### config.mk
export PLATFORM = sky130hd
export DESIGN_NAME = led_matrix_scanner
export DESIGN_NICKNAME = d
export VERILOG_FILES = /design/src/rtl/led_pkg.sv /design/src/rtl/led_pwm_gate.sv /design/src/rtl/led_matrix_scanner.sv
export SDC_FILE = /design/constraint.sdc
export NUM_CORES = 1
export LEC_CHECK = 0
export CAP_MARGIN = 30
export CORE_MARGIN = 3
export CORE_UTILIZATION = 49
export CTS_CLUSTER_DIAMETER = 80
export CTS_CLUSTER_SIZE = 12
export DETAILED_ROUTE_END_ITERATION = 8
export PLACE_DENSITY_LB_ADDON = 0.15
export SYNTH_ARGS = -nofsm -noshare
export SYNTH_HDL_FRONTEND = slang
export SYNTH_SLANG_ARGS = --single-unit
### constraint.sdc
create_clock -name led_clk -period 1.7 [get_ports led_clk]
set_input_delay 0.51 -clock led_clk [delete_from_list [all_inputs] [get_ports led_clk]]
set_output_delay 0.51 -clock led_clk [all_outputs]
set_load 0.02 [all_outputs]
### src/rtl/led_pkg.sv
// Shared types and constants for the LED matrix scan driver.
package led_pkg;

  localparam int MATRIX_ROWS = 16;
  localparam int MATRIX_COLS = 16;

  typedef enum logic [0:0] {
    ST_BLANK = 1'b0,
    ST_DRIVE = 1'b1
  } scan_state_e;

  // Level a line rests at when not asserted; XOR against it to apply polarity.
  function automatic logic idle_level(input logic active_high);
    return ~active_high;
  endfunction

endpackage

### src/rtl/led_pwm_gate.sv
// Per-row PWM column gate: passes row data while the dwell count is below the brightness.
module led_pwm_gate
  import led_pkg::*;
#(
  parameter int COLS            = MATRIX_COLS,
  parameter int CW              = 4,
  parameter int BW              = 4,
  parameter int COL_ACTIVE_HIGH = 1
) (
  input  logic            drive_i,
  input  logic [CW-1:0]   dwell_cnt_i,
  input  logic [BW-1:0]   bright_i,
  input  logic [COLS-1:0] row_data_i,
  output logic [COLS-1:0] col_d_o
);

  localparam int W = (CW > BW) ? CW : BW;
  localparam logic [COLS-1:0] COL_IDLE = {COLS{idle_level(COL_ACTIVE_HIGH != 0)}};

  logic lit;

  always_comb begin
    lit     = drive_i && (W'(dwell_cnt_i) < W'(bright_i));
    col_d_o = (lit ? row_data_i : '0) ^ COL_IDLE;
  end

endmodule

### src/rtl/led_matrix_scanner.sv
// Row-multiplexed LED matrix scanner with double-buffered frames, blanking and per-row PWM.
module led_matrix_scanner
  import led_pkg::*;
#(
  parameter int ROWS            = MATRIX_ROWS,
  parameter int COLS            = MATRIX_COLS,
  parameter int BLANK_CYCLES    = 1,
  parameter int DWELL_CYCLES    = 8,
  parameter int BW              = 4,
  parameter int ROW_ACTIVE_HIGH = 1,
  parameter int COL_ACTIVE_HIGH = 1
) (
  input  logic                 led_clk,
  input  logic                 rst,
  input  logic                 enable,
  input  logic [ROWS*COLS-1:0] fb_in,
  input  logic                 fb_load,
  input  logic [BW-1:0]        brightness,
  output logic                 fb_ack,
  output logic                 frame_start,
  output logic [ROWS-1:0]      row,
  output logic [COLS-1:0]      col
);

  localparam int MAXC = (BLANK_CYCLES > DWELL_CYCLES) ? BLANK_CYCLES : DWELL_CYCLES;
  localparam int CW   = $clog2(MAXC + 1);
  localparam int RW   = $clog2(ROWS);
  localparam logic [CW-1:0]   BLANK_LAST = CW'(BLANK_CYCLES - 1);
  localparam logic [CW-1:0]   DWELL_LAST = CW'(DWELL_CYCLES - 1);
  localparam logic [RW-1:0]   ROW_LAST   = RW'(ROWS - 1);
  localparam logic [ROWS-1:0] ROW_ONE    = {{(ROWS-1){1'b0}}, 1'b1};
  localparam logic [ROWS-1:0] ROW_IDLE   = {ROWS{idle_level(ROW_ACTIVE_HIGH != 0)}};
  localparam logic [COLS-1:0] COL_IDLE   = {COLS{idle_level(COL_ACTIVE_HIGH != 0)}};

  scan_state_e          state_q, state_d;
  logic [CW-1:0]        cnt_q, cnt_d;
  logic [RW-1:0]        row_idx_q, row_idx_d;
  logic [BW-1:0]        bright_q, bright_d;
  logic [ROWS*COLS-1:0] front_q, back_q;
  logic                 pending_q, swapped_q;
  logic                 frame_end, swap;
  logic                 drive, frame_start_d, fb_ack_d;
  logic [ROWS-1:0]      row_d;
  logic [COLS-1:0]      col_d;
  logic [ROWS-1:0]      row_q;
  logic [COLS-1:0]      col_q;
  logic                 fb_ack_q, frame_start_q;

  always_comb begin
    state_d   = state_q;
    cnt_d     = cnt_q;
    row_idx_d = row_idx_q;
    bright_d  = bright_q;
    frame_end = 1'b0;
    if (enable) begin
      case (state_q)
        ST_BLANK: begin
          if (cnt_q == BLANK_LAST) begin
            state_d  = ST_DRIVE;
            cnt_d    = '0;
            bright_d = brightness;
          end else begin
            cnt_d = cnt_q + CW'(1);
          end
        end
        ST_DRIVE: begin
          if (cnt_q == DWELL_LAST) begin
            state_d = ST_BLANK;
            cnt_d   = '0;
            if (row_idx_q == ROW_LAST) begin
              row_idx_d = '0;
              frame_end = 1'b1;
            end else begin
              row_idx_d = row_idx_q + RW'(1);
            end
          end else begin
            cnt_d = cnt_q + CW'(1);
          end
        end
        default: state_d = ST_BLANK;
      endcase
    end
  end

  // Outputs trail the scan position by one edge so every pin comes straight from a flop.
  always_comb begin
    swap          = frame_end && pending_q;
    drive         = enable && (state_q == ST_DRIVE);
    frame_start_d = enable && (state_q == ST_BLANK) && (cnt_q == '0) && (row_idx_q == '0);
    fb_ack_d      = frame_start_d && swapped_q;
    row_d         = (drive ? (ROW_ONE << row_idx_q) : '0) ^ ROW_IDLE;
  end

  led_pwm_gate #(
    .COLS            (COLS),
    .CW              (CW),
    .BW              (BW),
    .COL_ACTIVE_HIGH (COL_ACTIVE_HIGH)
  ) u_pwm_gate (
    .drive_i     (drive),
    .dwell_cnt_i (cnt_q),
    .bright_i    (bright_q),
    .row_data_i  (front_q[row_idx_q*COLS +: COLS]),
    .col_d_o     (col_d)
  );

  always_ff @(posedge led_clk) begin
    if (rst) begin
      state_q       <= ST_BLANK;
      cnt_q         <= '0;
      row_idx_q     <= '0;
      bright_q      <= '0;
      front_q       <= '0;
      back_q        <= '0;
      pending_q     <= 1'b0;
      swapped_q     <= 1'b0;
      row_q         <= ROW_IDLE;
      col_q         <= COL_IDLE;
      fb_ack_q      <= 1'b0;
      frame_start_q <= 1'b0;
    end else begin
      state_q       <= state_d;
      cnt_q         <= cnt_d;
      row_idx_q     <= row_idx_d;
      bright_q      <= bright_d;
      row_q         <= row_d;
      col_q         <= col_d;
      fb_ack_q      <= fb_ack_d;
      frame_start_q <= frame_start_d;
      if (fb_load) back_q <= fb_in;
      // A load on the swap edge lands after the promotion and stays pending.
      if (swap) begin
        front_q   <= back_q;
        pending_q <= fb_load;
      end else if (fb_load) begin
        pending_q <= 1'b1;
      end
      if (swap) swapped_q <= 1'b1;
      else if (frame_start_d) swapped_q <= 1'b0;
    end
  end

  assign row         = row_q;
  assign col         = col_q;
  assign fb_ack      = fb_ack_q;
  assign frame_start = frame_start_q;

endmodule

==> results_dict.tcl, run 1 <==
set metrics [dict create \
    worstHoldStart "rst" \
    cpPeakStageDelay_ns 0.44 \
    cts.htree.levels 2 \
    dp_hpwl_um 41300 \
    cts_buffers 52 \
    max-vdd-ir-drop_v 0.000803 \
    wl_um 70600 \
    end_kind "flop" \
    cts_hold_buf 0 \
    timing.final.ws_setup_ns -0.222 \
    highest_layer "met5" \
    internal-power_uw 20100 \
    grt_pass1_wl_um 97100 \
    die_width_um 215 \
    start_kind "flop" \
    synth-seq-cells 561 \
    path_clk_slew_ns 0.06 \
    core-area_mm2 0.0432 \
    rrSetupSlack_ns -0.22 \
    placement.io_buffers 297 \
    finalHoldWorstSlack_ns 0.357 \
    wl_met2_um 32700 \
    drc 0 \
    globalplace.congestion 0.831 \
    io_pins 298 \
    critical_path.top_delay_family "buffers and inverters" \
    clockBufferDepth 3 \
    grt_max_degree 97 \
    min_to "front_q[19]$_SDFFE_PP0P_" \
    drv_cap 0 \
    r2r_start "row_idx_q[0]$_SDFFE_PP0P_" \
    antenna_left 0 \
    overflow 0 \
    tritoncts "done" \
    period_share 1.13 \
    ctsRootBufferMaster "clkbuf_16" \
    synth_cell_types 38 \
    dp_cells 3043 \
    grt_pass1_vias 16800 \
    start_util 0.497 \
    seqPwrFrac 0.532 \
    seq_area_frac_synth 0.524 \
    period_minus_slack_ns 1.92 \
    clk-insertion-delay-late_ns 0.60 \
    clockPowerShare 0.394 \
    max_freq_ghz 0.520 \
    violations "negative setup slack" \
    whs_path_depth 3 \
    slew_headroom 0.576 \
    r2r_cells 10 \
    via_count 17700 \
    pwr_density_cell_mw_per_mm2 834 \
    hold_viol 0 \
    firstDrtPassIters 5 \
    cp.required_ns 2.14 \
    swShare 0.230 \
    grt_usage 0.267 \
    power.leakage_uw 0.0131 \
    crit_chain "ha_4 -> and3_4 -> buf_6 -> nand4_1 -> buf_6 -> buf_6 -> clkbuf_16 -> clkbuf_16 -> nand2_4 -> a21oi_2" \
    n_antenna_cell 0 \
    synth_area_mm2 0.0214 \
    yosys_warnings 0 \
    syn-num-nets 2505 \
    cpMostUsedCell "buf_6" \
    die-area_mm2 0.0463 \
    die_y_um 215 \
    fin_worst_skew_ns 0.0272 \
    area.growth.synth_to_final_pct 45.7 \
    hold_class "primary input to flop" \
    vias_per_cell 5.54 \
    slowest_stage "dfxtp_4" \
    r2r_end "front_q[68]$_SDFFE_PP0P_" \
    cp_data_arrival_time_ns 2.36 \
    final_nets 2887 \
    final_layout_size_suffix_gt1_frac 0.324 \
    first_iter_violations 1572 \
    rsz0062_at_grt "yes" \
    synth_edf_count 0 \
    synth_ff_type "dfxtp_1" \
    synthArstFlopShare 0 \
    p_sw_uw 5990 \
    worst_pin_slew_ns 0.636 \
    critical_path_buf_inv_count 5 \
    wl_per_cell_um 22.1 \
    fin_setup_tns_ns -36.43 \
    rows 76 \
    met1_length_um 30100 \
    synthCells 2230 \
    grt_antenna_before_repair 3 \
    total_power_uw 26100 \
    worstSetupPathType "flop to flop" \
    cts_sinks 561 \
    slew_viol_final 0 \
    cp_max_fo 7 \
    fin_cells 3199 \
    status "finished, violations left" \
    wl_met3_um 5410 \
    pwr-share-comb 0.074 \
    finalSetupViolCount 270 \
    syn_avg_cell_area_um2 9.62 \
]
what timing repair did:
item                       in CTS  in global routing
setup endpoints to repair     304                283
resized for setup             280                634
pin swaps                      89                312
setup buffers                  33                 25
gates cloned                   26                 27
layout make-up:
cell class | count | area (um^2)
fill | 2949 | 11900
multi-input combinational | 1489 | 11700
sequential | 561 | 11200
timing repair buffer | 498 | 6180
clock buffer | 55 | 1330
tap | 585 | 732
inverter | 10 | 37.5
clock inverter | 1 | 5.00
power groups by stage:
stage / clock (uW) / sequential, uW / combinational, uW
4_1_cts: 10300 / 13800 / 1870
2_1_floorplan: 0 / 14000 / 903
6_report: 10300 / 13900 / 1940
5_1_grt: 10900 / 13900 / 2080
3_3_place_gp: 0 / 14100 / 1830
3_5_place_dp: 0 / 14100 / 1850
state kept, by name, summed over array words and instances, names as in the netlist:
register     count
pending_q        1
fb_ack           1
swapped_q        1
frame_start      1
row             16
back_q         256
row_idx_q        4
front_q        256
cnt_q            4
state_q          1
bright_q         4
col             16
synth_stat cells, types with 6 or more instances:
| cell type | number | share of area |
|---|---|---|
| buf_6 | 31 | 0.016 |
| and3_1 | 7 | 0.0020 |
| mux2i_1 | 289 | 0.13 |
| mux4_2 | 64 | 0.067 |
| and2_1 | 6 | 0.0018 |
| a21oi_1 | 266 | 0.062 |
| inv_1 | 9 | 0.0016 |
| dfxtp_1 | 561 | 0.52 |
| clkbuf_1 | 67 | 0.012 |
| nor2_1 | 268 | 0.047 |
| buf_1 | 11 | 0.0019 |
| ha_1 | 11 | 0.0064 |
| buf_2 | 58 | 0.014 |
| o22ai_1 | 16 | 0.0047 |
| nand2_1 | 531 | 0.093 |
cells in the final DEF, fill, tap and decap left out, types with 3 or more instances in the layout:
cell type | netlist | routed
mux4_2 | 64 | 64
a21oi_2 | 0 | 212
nand2_1 | 531 | 281
mux2i_1 | 289 | 277
and2_1 | 6 | 6
and3_1 | 7 | 6
a21oi_1 | 266 | 54
buf_16 | 0 | 28
nor2_1 | 268 | 268
dfxtp_2 | 0 | 4
nor3_1 | 3 | 3
dfxtp_1 | 561 | 555
mux2i_2 | 0 | 9
o22ai_2 | 0 | 3
o22ai_1 | 16 | 13
clkdlybuf4s15_2 | 0 | 13
clkbuf_16 | 0 | 75
nand2_4 | 0 | 191
buf_2 | 58 | 17
clkdlybuf4s50_1 | 0 | 261
buf_4 | 3 | 73
inv_1 | 9 | 9
ha_1 | 11 | 9
nand2_2 | 0 | 59
buf_8 | 0 | 12
mux2i_4 | 0 | 3
buf_12 | 0 | 52
buf_6 | 31 | 19
through the flow:
step	area [um^2]	util	worst slack (ns)
final	31300	0.724	-0.222
after global routing	31300	0.724	-0.264
after CTS	28300	0.656	-0.161
after detailed placement	25400	0.589	-0.571
after global placement	25400	0.589	-0.494
after floorplan	21400	-	0.00139
per-layer routing:
metal / vias to the layer above / global-route usage
met5: - / 0
met4: 6 / 0.0731
li1: 8238 / -
met1: 8641 / 0.366
met3: 148 / 0.0696
met2: 677 / 0.422
worst max path at each step:
stage / from / endpoint / slack, ns / cells after the start
2_1_floorplan: row_idx_q[0]$_SDFFE_PP0P_ / col[10]$_SDFF_PP0_ / 0.001 / 6
3_3_place_gp: enable / front_q[125]$_SDFFE_PP0P_ / -0.49 / 7
3_5_place_dp: enable / front_q[99]$_SDFFE_PP0P_ / -0.57 / 7
4_1_cts: row_idx_q[0]$_SDFFE_PP0P_ / col[4]$_SDFF_PP0_ / -0.16 / 5
5_1_grt: row_idx_q[0]$_SDFFE_PP0P_ / front_q[68]$_SDFFE_PP0P_ / -0.26 / 10
6_report: row_idx_q[0]$_SDFFE_PP0P_ / front_q[68]$_SDFFE_PP0P_ / -0.22 / 10
logic make-up (layout without fill, tap and decap cells):
| family | after synthesis | after routing | share of synthesized area |
|---|---|---|---|
| AO/OA/AOI/OAI | 291 | 291 | 0.0706 |
| flip-flops | 561 | 561 | 0.524 |
| XOR/XNOR | 3 | 3 | 0.00123 |
| buffers and inverters | 180 | 564 | 0.0463 |
| adder cells (fa/ha/maj) | 11 | 11 | 0.00642 |
| AND/OR/NAND/NOR | 831 | 831 | 0.150 |
| multiplexers | 353 | 353 | 0.202 |
worst reg2reg max path, cell delays in order (launching register included):
cell	delay, ns
dfxtp_4	0.44
ha_4	0.17
and3_4	0.18
buf_6	0.09
nand4_1	0.08
buf_6	0.16
buf_6	0.14
clkbuf_16	0.19
clkbuf_16	0.19
nand2_4	0.07
a21oi_2	0.06
(Power assumes the default switching activity.)
==> run 2, diff against run 1 <==
- CORE_MARGIN: 3 -> default
==> run 2 against run 1 <==
Against the previous run:
- total power is 0.21% higher
- largest power group unchanged
- sequential share of layout area is 0.79 points higher
- the flow still finishes with violations (negative setup slack)
- first-iteration DRC count is 14% lower
- clock power hardly changed
==> results_dict.tcl, run 2 (synthesis gave the netlist of run 1 again) <==
set metrics [dict create \
    reg_top3 "back_q x256, front_q x256" \
    finalHoldWorstSlack_ns 0.169 \
    clk-insertion-delay-late_ns 0.60 \
    period_share 1.10 \
    io_pins 298 \
    globalplace.congestion 0.881 \
    period_minus_slack_ns 1.87 \
    rsz0062_at_grt "yes" \
    path_clk_slew_ns 0.07 \
    end_kind "flop" \
    grt_antenna_before_repair 4 \
    hold_viol 0 \
    firstDrtPassIters 5 \
    final_cell_mix "dfxtp_1, nand2_1, mux2i_1" \
    final_common_cell "dfxtp_1" \
    final_layout_size_suffix_gt1_frac 0.282 \
    area.growth.synth_to_final_pct 42.6 \
    grt_pass1_wl_um 92700 \
    finalSetupViolCount 266 \
    grt_usage 0.268 \
    crit_chain "ha_4 -> and3b_2 -> and4_4 -> buf_8 -> buf_12 -> buf_16 -> clkbuf_16 -> nand2_4 -> a21oi_2" \
    worst_pin_slew_ns 0.450 \
    start_kind "flop" \
    wl_um 68500 \
    rows 76 \
    timing.final.ws_setup_ns -0.172 \
    cts_buffers 52 \
    cts_sinks 561 \
    drv_cap 0 \
    critical_path_buf_inv_count 4 \
    grt_pass1_vias 16500 \
    grt_max_degree 78 \
    hold_class "primary input to flop" \
    first_iter_violations 1358 \
    antenna_left 0 \
    dp_hpwl_um 41200 \
    cp_data_arrival_time_ns 2.39 \
    overflow 0 \
    slew_viol_final 0 \
    drc 0 \
    critical_path.top_delay_family "buffers and inverters" \
    start_util 0.498 \
    wl_per_cell_um 21.4 \
    slew_headroom 0.700 \
    violations "negative setup slack" \
    core-area_mm2 0.0431 \
    cp_max_fo 7 \
    die-area_mm2 0.0446 \
    ctsRootBufferMaster "clkbuf_16" \
    final_util 0.710 \
    cp.required_ns 2.22 \
    pwr_density_cell_mw_per_mm2 854 \
    status "finished, violations left" \
    cts.htree.levels 2 \
    die_width_um 211 \
    max-vdd-ir-drop_v 0.000720 \
    worstSetupPathType "flop to flop" \
    final_nets 2881 \
    fin_worst_skew_ns 0.0185 \
    tritoncts "done" \
    power.leakage_uw 0.0131 \
    cpPeakStageDelay_ns 0.37 \
    slowest_stage "dfxtp_4" \
    die_y_um 211 \
    vias_per_cell 5.51 \
    placement.io_buffers 297 \
    via_count 17600 \
    clockBufferDepth 3 \
    max_freq_ghz 0.534 \
]
==> run 2: where the power goes <==
part,switching [uW],leakage (uW),total (uW),internal (uW)
Clock,4840,0.000666,10300,5470
Sequential,349,0.00458,13900,13500
Combinational,850,0.00782,1930,1080
==> run 2: cell type report <==
class | instances | area [um^2]
Inverter | 10 | 37.5
Fill cell | 3036 | 12500
Tap cell | 585 | 732
Antenna cell | 1 | 2.50
Sequential cell | 561 | 11200
Clock inverter | 3 | 22.5
Clock buffer | 53 | 1330
Timing Repair Buffer | 492 | 6140
Multi-Input combinational cell | 1489 | 11100
==> run 2: metrics by stage <==
step           setup TNS, ns  total power (uW)  cells  cell area, um^2  setup WS [ns]
6_report              -16.69             26100   3194            30600         -0.172
5_1_grt               -25.52             26900   3193            30600         -0.199
4_1_cts               -10.91             26000   3137            27600         -0.136
3_5_place_dp         -128.70             15900   3046            25500         -0.508
3_3_place_gp         -116.90             15900   3046            25500         -0.466
2_1_floorplan              0             14900   2230            21400        0.00139
==> run 2: worst register-to-register path, cell delays in order, from the launching register on <==
cell,delay [ns]
dfxtp_4,0.37
ha_4,0.13
and3b_2,0.23
and4_4,0.28
buf_8,0.14
buf_12,0.12
buf_16,0.15
clkbuf_16,0.20
nand2_4,0.05
a21oi_2,0.12
==> run 2: worst paths after layout <==
path,from,end,slack (ns),cells past startpoint
max reg2reg,cnt_q[1]$_SDFFE_PP0P_,front_q[51]$_SDFFE_PP0P_,-0.17,9
min,rst,swapped_q$_SDFFE_PP0P_,0.17,2
max,cnt_q[1]$_SDFFE_PP0P_,front_q[51]$_SDFFE_PP0P_,-0.17,9
min reg2reg,front_q[138]$_SDFFE_PP0P_,front_q[138]$_SDFFE_PP0P_,0.45,2
==> run 2: routing by layer <==
layer / GRT usage / part of all wire / vias up / routed length [um]
met4: 0.0687 / 0.021 / 4 / 1430
met5: 0 / 0.00039 / - / 27
met2: 0.432 / 0.47 / 619 / 32500
met3: 0.0468 / 0.074 / 108 / 5040
li1: - / - / 8221 / -
met1: 0.372 / 0.43 / 8654 / 29500
==> run 2: repair_timing <==
item                                    4_1_cts  5_1_grt
setup buffers                                25       17
gates resized for setup                     181      541
cloned                                       12       48
endpoints found under the setup margin      297      276
pin swaps                                     6      299
hold buffers                                  0        0
